File: src/rtl/sap2_acc_alu_breg_if.sv
// W-bus side signal bundle for the SAP-2 accumulator/B/ALU slice.
// The controller/bus side uses master, the arithmetic slice uses slave.
interface sap2_acc_alu_breg_if #(
  parameter int WIDTH = 8
);
  logic [WIDTH-1:0] bus_in;
  logic             n_la;
  logic             ea;
  logic             n_lb;
  logic             eb;
  logic [3:0]       sel;
  logic             eu;
  logic [WIDTH-1:0] acc_bus;
  logic [WIDTH-1:0] b_bus;
  logic [WIDTH-1:0] alu_bus;
  logic [WIDTH-1:0] acc_alu;
  logic [1:0]       flags;

  modport master (
    output bus_in, n_la, ea, n_lb, eb, sel, eu,
    input  acc_bus, b_bus, alu_bus, acc_alu, flags
  );

  modport slave (
    input  bus_in, n_la, ea, n_lb, eb, sel, eu,
    output acc_bus, b_bus, alu_bus, acc_alu, flags
  );
endinterface

File: src/rtl/sap2_acc_alu_breg.sv
// SAP-2 arithmetic slice: accumulator A, B register, 16-op combinational ALU
// and registered {sign, zero} flags. Each source drives its own gated bus output.
module sap2_acc_alu_breg #(
  parameter int WIDTH = 8
) (
  input  logic clk,
  input  logic rst,
  sap2_acc_alu_breg_if.slave bus
);

  typedef enum logic [3:0] {
    OP_ADD   = 4'b0000,
    OP_SUB   = 4'b0001,
    OP_AND   = 4'b0010,
    OP_OR    = 4'b0011,
    OP_XOR   = 4'b0100,
    OP_NOT   = 4'b0101,
    OP_RAL   = 4'b0110,
    OP_RAR   = 4'b0111,
    OP_INCA  = 4'b1000,
    OP_DECA  = 4'b1001,
    OP_INCB  = 4'b1010,
    OP_DECB  = 4'b1011,
    OP_PASSA = 4'b1100,
    OP_PASSB = 4'b1101,
    OP_ZERO  = 4'b1110,
    OP_ONES  = 4'b1111
  } alu_op_t;

  localparam logic [WIDTH-1:0] ONE = WIDTH'(1);

  logic [WIDTH-1:0] acc;
  logic [WIDTH-1:0] breg;
  logic [WIDTH-1:0] result;
  logic             flag_s;
  logic             flag_z;
  alu_op_t          op;

  assign op = alu_op_t'(bus.sel);

  // Accumulator: loads only from the W bus; ALU feedback goes through the bus.
  always_ff @(posedge clk or posedge rst) begin
    if (rst) begin
      acc <= '0;
    end else if (!bus.n_la) begin
      acc <= bus.bus_in;
    end
  end

  always_ff @(posedge clk or posedge rst) begin
    if (rst) begin
      breg <= '0;
    end else if (!bus.n_lb) begin
      breg <= bus.bus_in;
    end
  end

  // All arithmetic wraps at WIDTH bits; there is no carry out.
  always_comb begin
    result = '0;
    case (op)
      OP_ADD:   result = acc + breg;
      OP_SUB:   result = acc - breg;
      OP_AND:   result = acc & breg;
      OP_OR:    result = acc | breg;
      OP_XOR:   result = acc ^ breg;
      OP_NOT:   result = ~acc;
      OP_RAL:   result = {acc[WIDTH-2:0], acc[WIDTH-1]};
      OP_RAR:   result = {acc[0], acc[WIDTH-1:1]};
      OP_INCA:  result = acc + ONE;
      OP_DECA:  result = acc - ONE;
      OP_INCB:  result = breg + ONE;
      OP_DECB:  result = breg - ONE;
      OP_PASSA: result = acc;
      OP_PASSB: result = breg;
      OP_ZERO:  result = '0;
      OP_ONES:  result = '1;
      default:  result = '0;
    endcase
  end

  // Flags sample the result only when the ALU is driving the bus.
  always_ff @(posedge clk or posedge rst) begin
    if (rst) begin
      flag_s <= 1'b0;
      flag_z <= 1'b0;
    end else if (bus.eu) begin
      flag_s <= result[WIDTH-1];
      flag_z <= (result == '0);
    end
  end

  // Disabled sources drive zero so the top-level mux can OR them together.
  assign bus.acc_bus = bus.ea ? acc    : '0;
  assign bus.b_bus   = bus.eb ? breg   : '0;
  assign bus.alu_bus = bus.eu ? result : '0;
  assign bus.acc_alu = acc;
  assign bus.flags   = {flag_s, flag_z};

endmodule

File: src/flat_wrapper.sv
// flat-port wrapper written by rule: the top's interface ports become plain ports
module sap2_acc_alu_breg_flat 
#(
  parameter int WIDTH = 8
)
  (clk, rst, bus_bus_in, bus_n_la, bus_ea, bus_n_lb, bus_eb, bus_sel, bus_eu, bus_acc_bus, bus_b_bus, bus_alu_bus, bus_acc_alu, bus_flags);
  sap2_acc_alu_breg_if #(.WIDTH(WIDTH)) bus_i ();
  input  logic clk;
  input  logic rst;
  input wire logic [$bits(bus_i.bus_in)-1:0] bus_bus_in;
  input wire logic [$bits(bus_i.n_la)-1:0] bus_n_la;
  input wire logic [$bits(bus_i.ea)-1:0] bus_ea;
  input wire logic [$bits(bus_i.n_lb)-1:0] bus_n_lb;
  input wire logic [$bits(bus_i.eb)-1:0] bus_eb;
  input wire logic [$bits(bus_i.sel)-1:0] bus_sel;
  input wire logic [$bits(bus_i.eu)-1:0] bus_eu;
  output wire logic [$bits(bus_i.acc_bus)-1:0] bus_acc_bus;
  output wire logic [$bits(bus_i.b_bus)-1:0] bus_b_bus;
  output wire logic [$bits(bus_i.alu_bus)-1:0] bus_alu_bus;
  output wire logic [$bits(bus_i.acc_alu)-1:0] bus_acc_alu;
  output wire logic [$bits(bus_i.flags)-1:0] bus_flags;
  assign bus_i.bus_in = bus_bus_in;
  assign bus_i.n_la = bus_n_la;
  assign bus_i.ea = bus_ea;
  assign bus_i.n_lb = bus_n_lb;
  assign bus_i.eb = bus_eb;
  assign bus_i.sel = bus_sel;
  assign bus_i.eu = bus_eu;
  assign bus_acc_bus = bus_i.acc_bus;
  assign bus_b_bus = bus_i.b_bus;
  assign bus_alu_bus = bus_i.alu_bus;
  assign bus_acc_alu = bus_i.acc_alu;
  assign bus_flags = bus_i.flags;
  sap2_acc_alu_breg #(.WIDTH(WIDTH)) u_core (.clk(clk), .rst(rst), .bus(bus_i));
endmodule
File: config.mk
export PLATFORM = sky130hd
export DESIGN_NAME = sap2_acc_alu_breg_flat
export DESIGN_NICKNAME = d
export VERILOG_FILES = /design/src/rtl/sap2_acc_alu_breg_if.sv /design/src/rtl/sap2_acc_alu_breg.sv /design/src/flat_wrapper.sv
export SDC_FILE = /design/constraint.sdc
export NUM_CORES = 1
export LEC_CHECK = 0
export CAP_MARGIN = 20
export CORE_UTILIZATION = 40
export DETAILED_ROUTE_END_ITERATION = 6
export DONT_BUFFER_PORTS = 1
export PLACE_DENSITY_LB_ADDON = 0.1
export REMOVE_ABC_BUFFERS = 1
export SLEW_MARGIN = 20
export SYNTH_ARGS = -nofsm -noshare
export SYNTH_HDL_FRONTEND = slang
export SYNTH_SLANG_ARGS = --single-unit
File: constraint.sdc
create_clock -name clk -period 4 [get_ports clk]
set_input_delay 0.8 -clock clk [delete_from_list [all_inputs] [get_ports clk]]
set_output_delay 0.8 -clock clk [all_outputs]
set_load 0.1 [all_outputs]
==> results of run 1 <==
flip-flops by register name (all words and copies together), names as in the netlist:
| name | flops |
|---|---|
| u_core.breg | 8 |
| u_core.flag_z | 1 |
| u_core.flag_s | 1 |
| u_core.bus.acc_alu | 8 |
worst max-delay path, delay by kind of cell:
family | cells | cell delay (ns)
xor+xnor | 1 | 0.26
buf+inv | 4 | 0.64
simple gates | 2 | 0.20
fa+ha+maj | 1 | 0.32
compound gates | 6 | 0.88
routing by layer:
metal | GRT usage (%) | vias to the layer above | part of all wire (%) | wire length [µm]
met4 | 9.824 | 0 | 3.0 | 298
met1 | 36.15 | 1424 | 43 | 4216
met2 | 42.99 | 103 | 47 | 4636
met5 | 0 | - | 0 | 0
met3 | 2.356 | 18 | 7.3 | 722
li1 | - | 1417 | - | -
kinds of logic after synthesis:
group,after synthesis
AOI/OAI and AO/OA,103
xor gates and xnor gates,11
muxes,24
buffers and inverters,49
adders and majority gates,34
and+or+nand+nor,132
DFF,18
power breakdown:
group | switching, mW | total, mW | internal (mW)
logic | 0.547 | 0.860 | 0.313
clock network | 0.0556 | 0.122 | 0.0668
registers | 0.0602 | 0.261 | 0.200
total | 0.663 | 1.24 | 0.580
worst paths after layout:
kind / startpoint / endpoint / slack [ns]
setup reg to reg: u_core.bus.acc_alu[2] / u_core.flag_z / 0.98
setup / recovery: bus_sel[1] / bus_alu_bus[7] / 0.1
min in group clk: u_core.breg[0] / u_core.breg[0] / 0.63
max in group asynchronous: rst / u_core.bus.acc_alu[2] / 3.00
hold reg to reg: u_core.breg[0] / u_core.breg[0] / 0.63
hold / removal: rst / u_core.breg[7] / 0.53
layout make-up:
| cell class | instances | area, µm² | area share [%] |
|---|---|---|---|
| inverter | 26 | 100.1 | 2.796 |
| tap | 99 | 123.9 | 3.460 |
| multi-input combinational | 304 | 2397 | 66.97 |
| sequential | 18 | 452.9 | 12.65 |
| timing repair buffer | 47 | 464.2 | 12.97 |
| clock buffer | 3 | 41.29 | 1.153 |
synth_stat cells, types with 4 or more instances:
| cell | count | area [µm²] |
|---|---|---|
| nor2b_1 | 8 | 50.05 |
| xnor2_1 | 9 | 78.83 |
| clkbuf_1 | 4 | 15.01 |
| nor4_1 | 4 | 25.02 |
| o31a_1 | 4 | 35.03 |
| nor2_1 | 31 | 116.4 |
| clkbuf_8 | 4 | 55.05 |
| and2_1 | 19 | 118.9 |
| a31oi_1 | 5 | 31.28 |
| a221oi_1 | 4 | 35.03 |
| o31ai_1 | 5 | 37.54 |
| dfrtp_1 | 18 | 450.4 |
| a21oi_1 | 23 | 115.1 |
| nand2_1 | 25 | 93.84 |
| nor3b_1 | 4 | 30.03 |
| nor3_1 | 10 | 50.05 |
| o22ai_1 | 8 | 50.05 |
| ha_1 | 32 | 400.4 |
| nand2b_1 | 7 | 43.79 |
| nand3_1 | 9 | 45.04 |
| o21a_1 | 5 | 37.54 |
| inv_1 | 26 | 97.59 |
| buf_2 | 7 | 35.03 |
| mux2_2 | 17 | 191.4 |
| o21ai_0 | 15 | 75.07 |
| mux2i_1 | 7 | 70.07 |
through the flow:
step | area, µm² | util (%)
final | 3580 | 49.62
after floorplan | 2773 | -
after global routing | 3580 | 49.62
after global placement | 3311 | 45.89
after CTS | 3367 | 46.67
after detailed placement | 3311 | 45.89
what timing repair did:
action                                 CTS  global route
gates cloned                             0             0
pin swaps                                0            15
setup buffers                            0             7
endpoints found under the hold margin    0             0
hold buffers                             0             0
setup endpoints to repair                2             3
gates resized for setup                  3            39
==> flow_summary_export.csv, run 1 <==
group,metric,value,unit
global_routing,grt_max_degree,42,
finish,nets,453,
yosys,synth_seq_cells,18,
detailed_routing,drtPass1Iterations,4,
critical_path,cp_data_arrival_time,3.10,ns
finish,mostFrequentLayoutCells,"36 x buf_4, 28 x ha_1, 25 x nand2_1, 25 x nor2_1, 23 x inv_1",
place,post-place-ws,-0.008287,ns
floorplan,ios,53,
timing,slew_viol_final,0,
power,power_density,347.3,nW/µm²
timing,setup_viol,0,
floorplan,core,7214,µm²
finish,antenna_cells,0,
floorplan,die_area,7765,µm²
global_routing,antenna_found_initial,0,
timing,clock_skew,0.0006272,ns
place,dp_hpwl,7399,µm
finish,drive_gt1_share,27.89,%
critical_path,crit_fanout,24,
timing,tns,0,ns
clocking,path_clk_slew,0.06,ns
clocking,numClockSinks,18,
run,maxCapViolCount,0,
global_routing,grt_pass1_wl,15300,µm
critical_path,max_stage_delay,0.32,ns
finish,final_common_cell,"buf_4",
yosys,syn-instance-count,371,
yosys,ys_warn_count,0,
critical_path,startpoint_type,"input port",
power,power,1.243,mW
finish,syn2layout_area_growth,20.67,%
detailed_routing,antenna_left,0,
timing,report.final.hold_viol_count,0,
detailed_routing,vias,2962,
floorplan,fp.dieW,88.12,µm
critical_path,required,3.20,ns
clocking,htree_levels,1,
critical_path,cp-end-kind,"output pin",
critical_path,worstSetupPathType,"input port to output pin",
floorplan,die_h,88.12,µm
detailed_routing,routedWlPerCell,19.87,µm
floorplan,initial_core_util,41.12,%
yosys,synthMuxAreaShare,8.815,%
finish,finalNonFillerCells,497,
yosys,synth_xor_area_share,3.248,%
yosys,synth_area,2967,µm²
clocking,clk_latency,0.25,ns
power,ir_drop,253.5,µV
detailed_routing,drtIter0Drc,234,
min_path,hp-class,"input port to async pin",
power,total_leakage_power,1.543,nW
critical_path,path_cells,"nor2_2, nand2_1, buf_6, buf_4, a21oi_1, ha_2, o21a_1, o31ai_2, buf_4, a21oi_1, xnor2_1, o2111ai_2, a31oi_2, buf_12",
status,outcome,"completed",
timing,layout_setup_ws,0.09516,ns
yosys,synth.avg_cell_area,7.996,µm²
global_routing,grt_pass1_vias,2740,
yosys,synthArstFlopShare,100.0,%
yosys,synthSimpleGateAreaFrac,23.91,%
timing,hold_ws,0.5324,ns
timing,period_minus_slack,3.905,ns
place,dp.cells,487,
timing,fmax,256.1,MHz
yosys,synth-main-ff-cell,"dfrtp_1",
detailed_routing,drc,0,
critical_path,cpMaxStageDelayCell,"ha_2",
yosys,synth_edf_count,0,
critical_path,reg2regPathDepth,12,
timing,relSlewSlack,34.59,%
detailed_routing,post_drt_via_cell_ratio,5.960,
yosys,ys_seq_area_share,15.18,%
clocking,cts_buffer_depth,2,
place,numPortBuffers,0,
timing,min_period_over_period,97.62,%
detailed_routing,routed_wl,9873,µm
yosys,yosysUniqueCellTypes,68,
yosys,synth_top_family_by_area,"compound AO/OA/AOI/OAI gates",
clocking,numCtsBuffers,3,
timing,tightest_slew,0.9811,ns
clocking,cts_tree,"built",
clocking,cts_root_buf,"clkbuf_8",
floorplan,rows,31,
global_routing,grt_usage,26.35,%
global_routing,grt_overflow,0,
yosys,synth_compound_area_share,24.17,%
yosys,synthAdderAreaFrac,14.85,%
finish,fill_cells,746,
place,place_congestion,0.9108,
Note: power is estimated with default switching activity, not from simulation.
==> run 2: changes to the inputs <==
==> constraint.sdc (replaced) <==
create_clock -name clk -period 4 [get_ports clk]
set_input_delay 0.4 -clock clk [delete_from_list [all_inputs] [get_ports clk]]
set_output_delay 0.4 -clock clk [all_outputs]
set_load 0.1 [all_outputs]
==> run 2 against run 1 <==
Total power down 5.5%. Sequential share of layout area rose by 1.6 points. Via count shrank 5.5%. Setup slack improved by 0.18 ns. Die area did not move. Critical path depth down 2. Clock skew up 0.0040 ns. Largest cell class unchanged. Critical path type is now flip-flop to output pin. Register-to-register slack worse by 0.26 ns. Clock power increased by 25%. Final cell count shrank 5.6%.
==> flow_summary_export.csv, run 2 (synthesis gave the netlist of run 1 again) <==
group,metric,value,unit
floorplan,core,7214,µm²
clocking,cts_tree,"built",
clocking,numClockSinks,18,
global_routing,antenna_found_initial,0,
critical_path,worstSetupPathType,"flip-flop to output pin",
critical_path,startpoint_type,"flip-flop",
timing,clock_skew,0.004664,ns
floorplan,fp.dieW,88.12,µm
floorplan,die_h,88.12,µm
critical_path,cp-end-kind,"output pin",
clocking,numCtsBuffers,3,
timing,report.final.hold_viol_count,0,
global_routing,grt_pass1_vias,2703,
power,power,1.175,mW
clocking,clk_latency,0.26,ns
detailed_routing,drtIter0Drc,198,
critical_path,crit_fanout,4,
timing,relSlewSlack,34.77,%
detailed_routing,post_drt_via_cell_ratio,5.966,
place,numPortBuffers,0,
detailed_routing,drtPass1Iterations,4,
timing,setup_viol,0,
finish,nets,424,
power,power_frac_clock,13.0,%
detailed_routing,vias,2798,
finish,syn2layout_area_growth,6.790,%
floorplan,die_area,7765,µm²
timing,min_period_over_period,93.20,%
critical_path,cpMaxStageDelayCell,"or3_2",
power,total_leakage_power,1.358,nW
clocking,post_cts_buffers,0,
timing,rsz0062_at_grt,"no",
clocking,cts_buffer_depth,2,
clocking,htree_levels,1,
power,power.net_switching,641.4,µW
clocking,cts_root_buf,"clkbuf_8",
global_routing,grt_usage,26.09,%
global_routing,grt_pass1_wl,15120,µm
finish,mostFrequentLayoutCells,"32 x ha_1, 28 x nor2_1, 26 x inv_1",
power,power_density,370.8,nW/µm²
detailed_routing,routedWlPerCell,20.36,µm
power,ir_drop,322.9,µV
finish,final_common_cell,"ha_1",
finish,antenna_cells,0,
floorplan,initial_core_util,41.12,%
critical_path,required,3.60,ns
critical_path,max_stage_delay,0.45,ns
clocking,path_clk_slew,0.08,ns
detailed_routing,drc,0,
critical_path,path_cells,"inv_1, nand3_1, nor3_1, xnor2_1, a21oi_1, ha_1, or3_2, o31ai_1, o211ai_1, nor3b_2, a31oi_2, buf_4",
power,pwr-share-seq,22.0,%
global_routing,grt_max_degree,42,
place,dpl-instance-area,3108,µm²
timing,period_minus_slack,3.728,ns
power,p_int,533.4,µW
critical_path,cp_data_arrival_time,3.33,ns
timing,slew_viol_final,0,
min_path,hp-class,"input port to async pin",
timing,tns,0,ns
critical_path,cp_top_family,"simple AND/OR/NAND/NOR gates",
finish,fill_cells,796,
finish,fin_area,3168,µm²
detailed_routing,routed_wl,9550,µm
status,outcome,"completed",
detailed_routing,antenna_left,0,
place,dp_hpwl,7376,µm
timing,fmax,268.3,MHz
global_routing,grt_overflow,0,
power,pwr-share-comb,65.0,%
place,place_congestion,0.9153,
power,p_sw_share,54.60,%
finish,drive_gt1_share,14.59,%
floorplan,ios,53,
timing,tightest_slew,0.9785,ns
run,maxCapViolCount,0,
critical_path,crit_buf_inv,2,
floorplan,rows,31,
## run 2: cell types whose count changed in the layout (fill, tap and decap cells not counted), sizes merged
cell,change
buf,-29
clkbuf,+1
## run 2: what timing repair did
item,4_1_cts,5_1_grt
endpoints found under the hold margin,0,0
resized for setup,0,1
hold buffers,0,0
setup endpoints to repair,0,1
## run 2: power by group through the flow
stage / clock (mW) / sequential (mW) / combinational, mW
3_5_place_dp: 0 / 0.262 / 0.759
4_1_cts: 0.155 / 0.258 / 0.762
2_1_floorplan: 0 / 0.314 / 0.523
5_1_grt: 0.161 / 0.261 / 0.822
6_report: 0.153 / 0.259 / 0.763
3_3_place_gp: 0 / 0.262 / 0.758
## run 2: final timing paths
check                                           start  slack, ns        endpoint  depth (start not counted)
worst max-delay path            u_core.bus.acc_alu[2]       0.27  bus_alu_bus[7]                         12
worst min-delay path                              rst       0.15  u_core.breg[4]                          1
worst max register to register  u_core.bus.acc_alu[2]       0.72   u_core.flag_s                         13
worst min register to register         u_core.breg[0]       0.70  u_core.breg[0]                          1
max in group asynchronous                         rst       3.39   u_core.flag_z                          1
min in group clk                        bus_bus_in[7]       0.29  u_core.breg[7]                          1
## run 2: final cells by class
cell class	count	area (µm²)	area share, %
inverter	26	97.59	3.081
tap	99	123.9	3.910
timing repair buffer	18	197.7	6.240
multi-input combinational	304	2243	70.81
sequential	18	450.4	14.22
clock buffer	4	55.05	1.738
## run 2: worst reg2reg max path, delay by kind of cell, from the launching register on
kind                     cells  cell delay, ns
XOR/XNOR                     1            0.18
flip-flops                   1            0.43
AO/OA/AOI/OAI                4            0.78
AND/OR/NAND/NOR              5            1.17
adder cells (fa/ha/maj)      1            0.23
buffers and inverters        2            0.41
## run 2: metal layers
layer	wire, µm	track usage, %	share of wire (%)
met5	0	0	0
met4	238	6.891	2.5
met3	676	3.393	7.1
met2	4539	45.38	48
met1	4097	34.00	43
## run 2: stage by stage
step,instances,setup slack [ns],hold WS (ns),utilization (%)
after floorplan,348,-1.075,0.3386,-
after global placement,465,0.4641,0.4585,43.08
after detailed placement,465,0.4199,0.4598,43.08
after CTS,469,0.2554,0.1828,43.84
after global routing,469,0.06339,0.2068,43.91
final,469,0.2722,0.1479,43.91
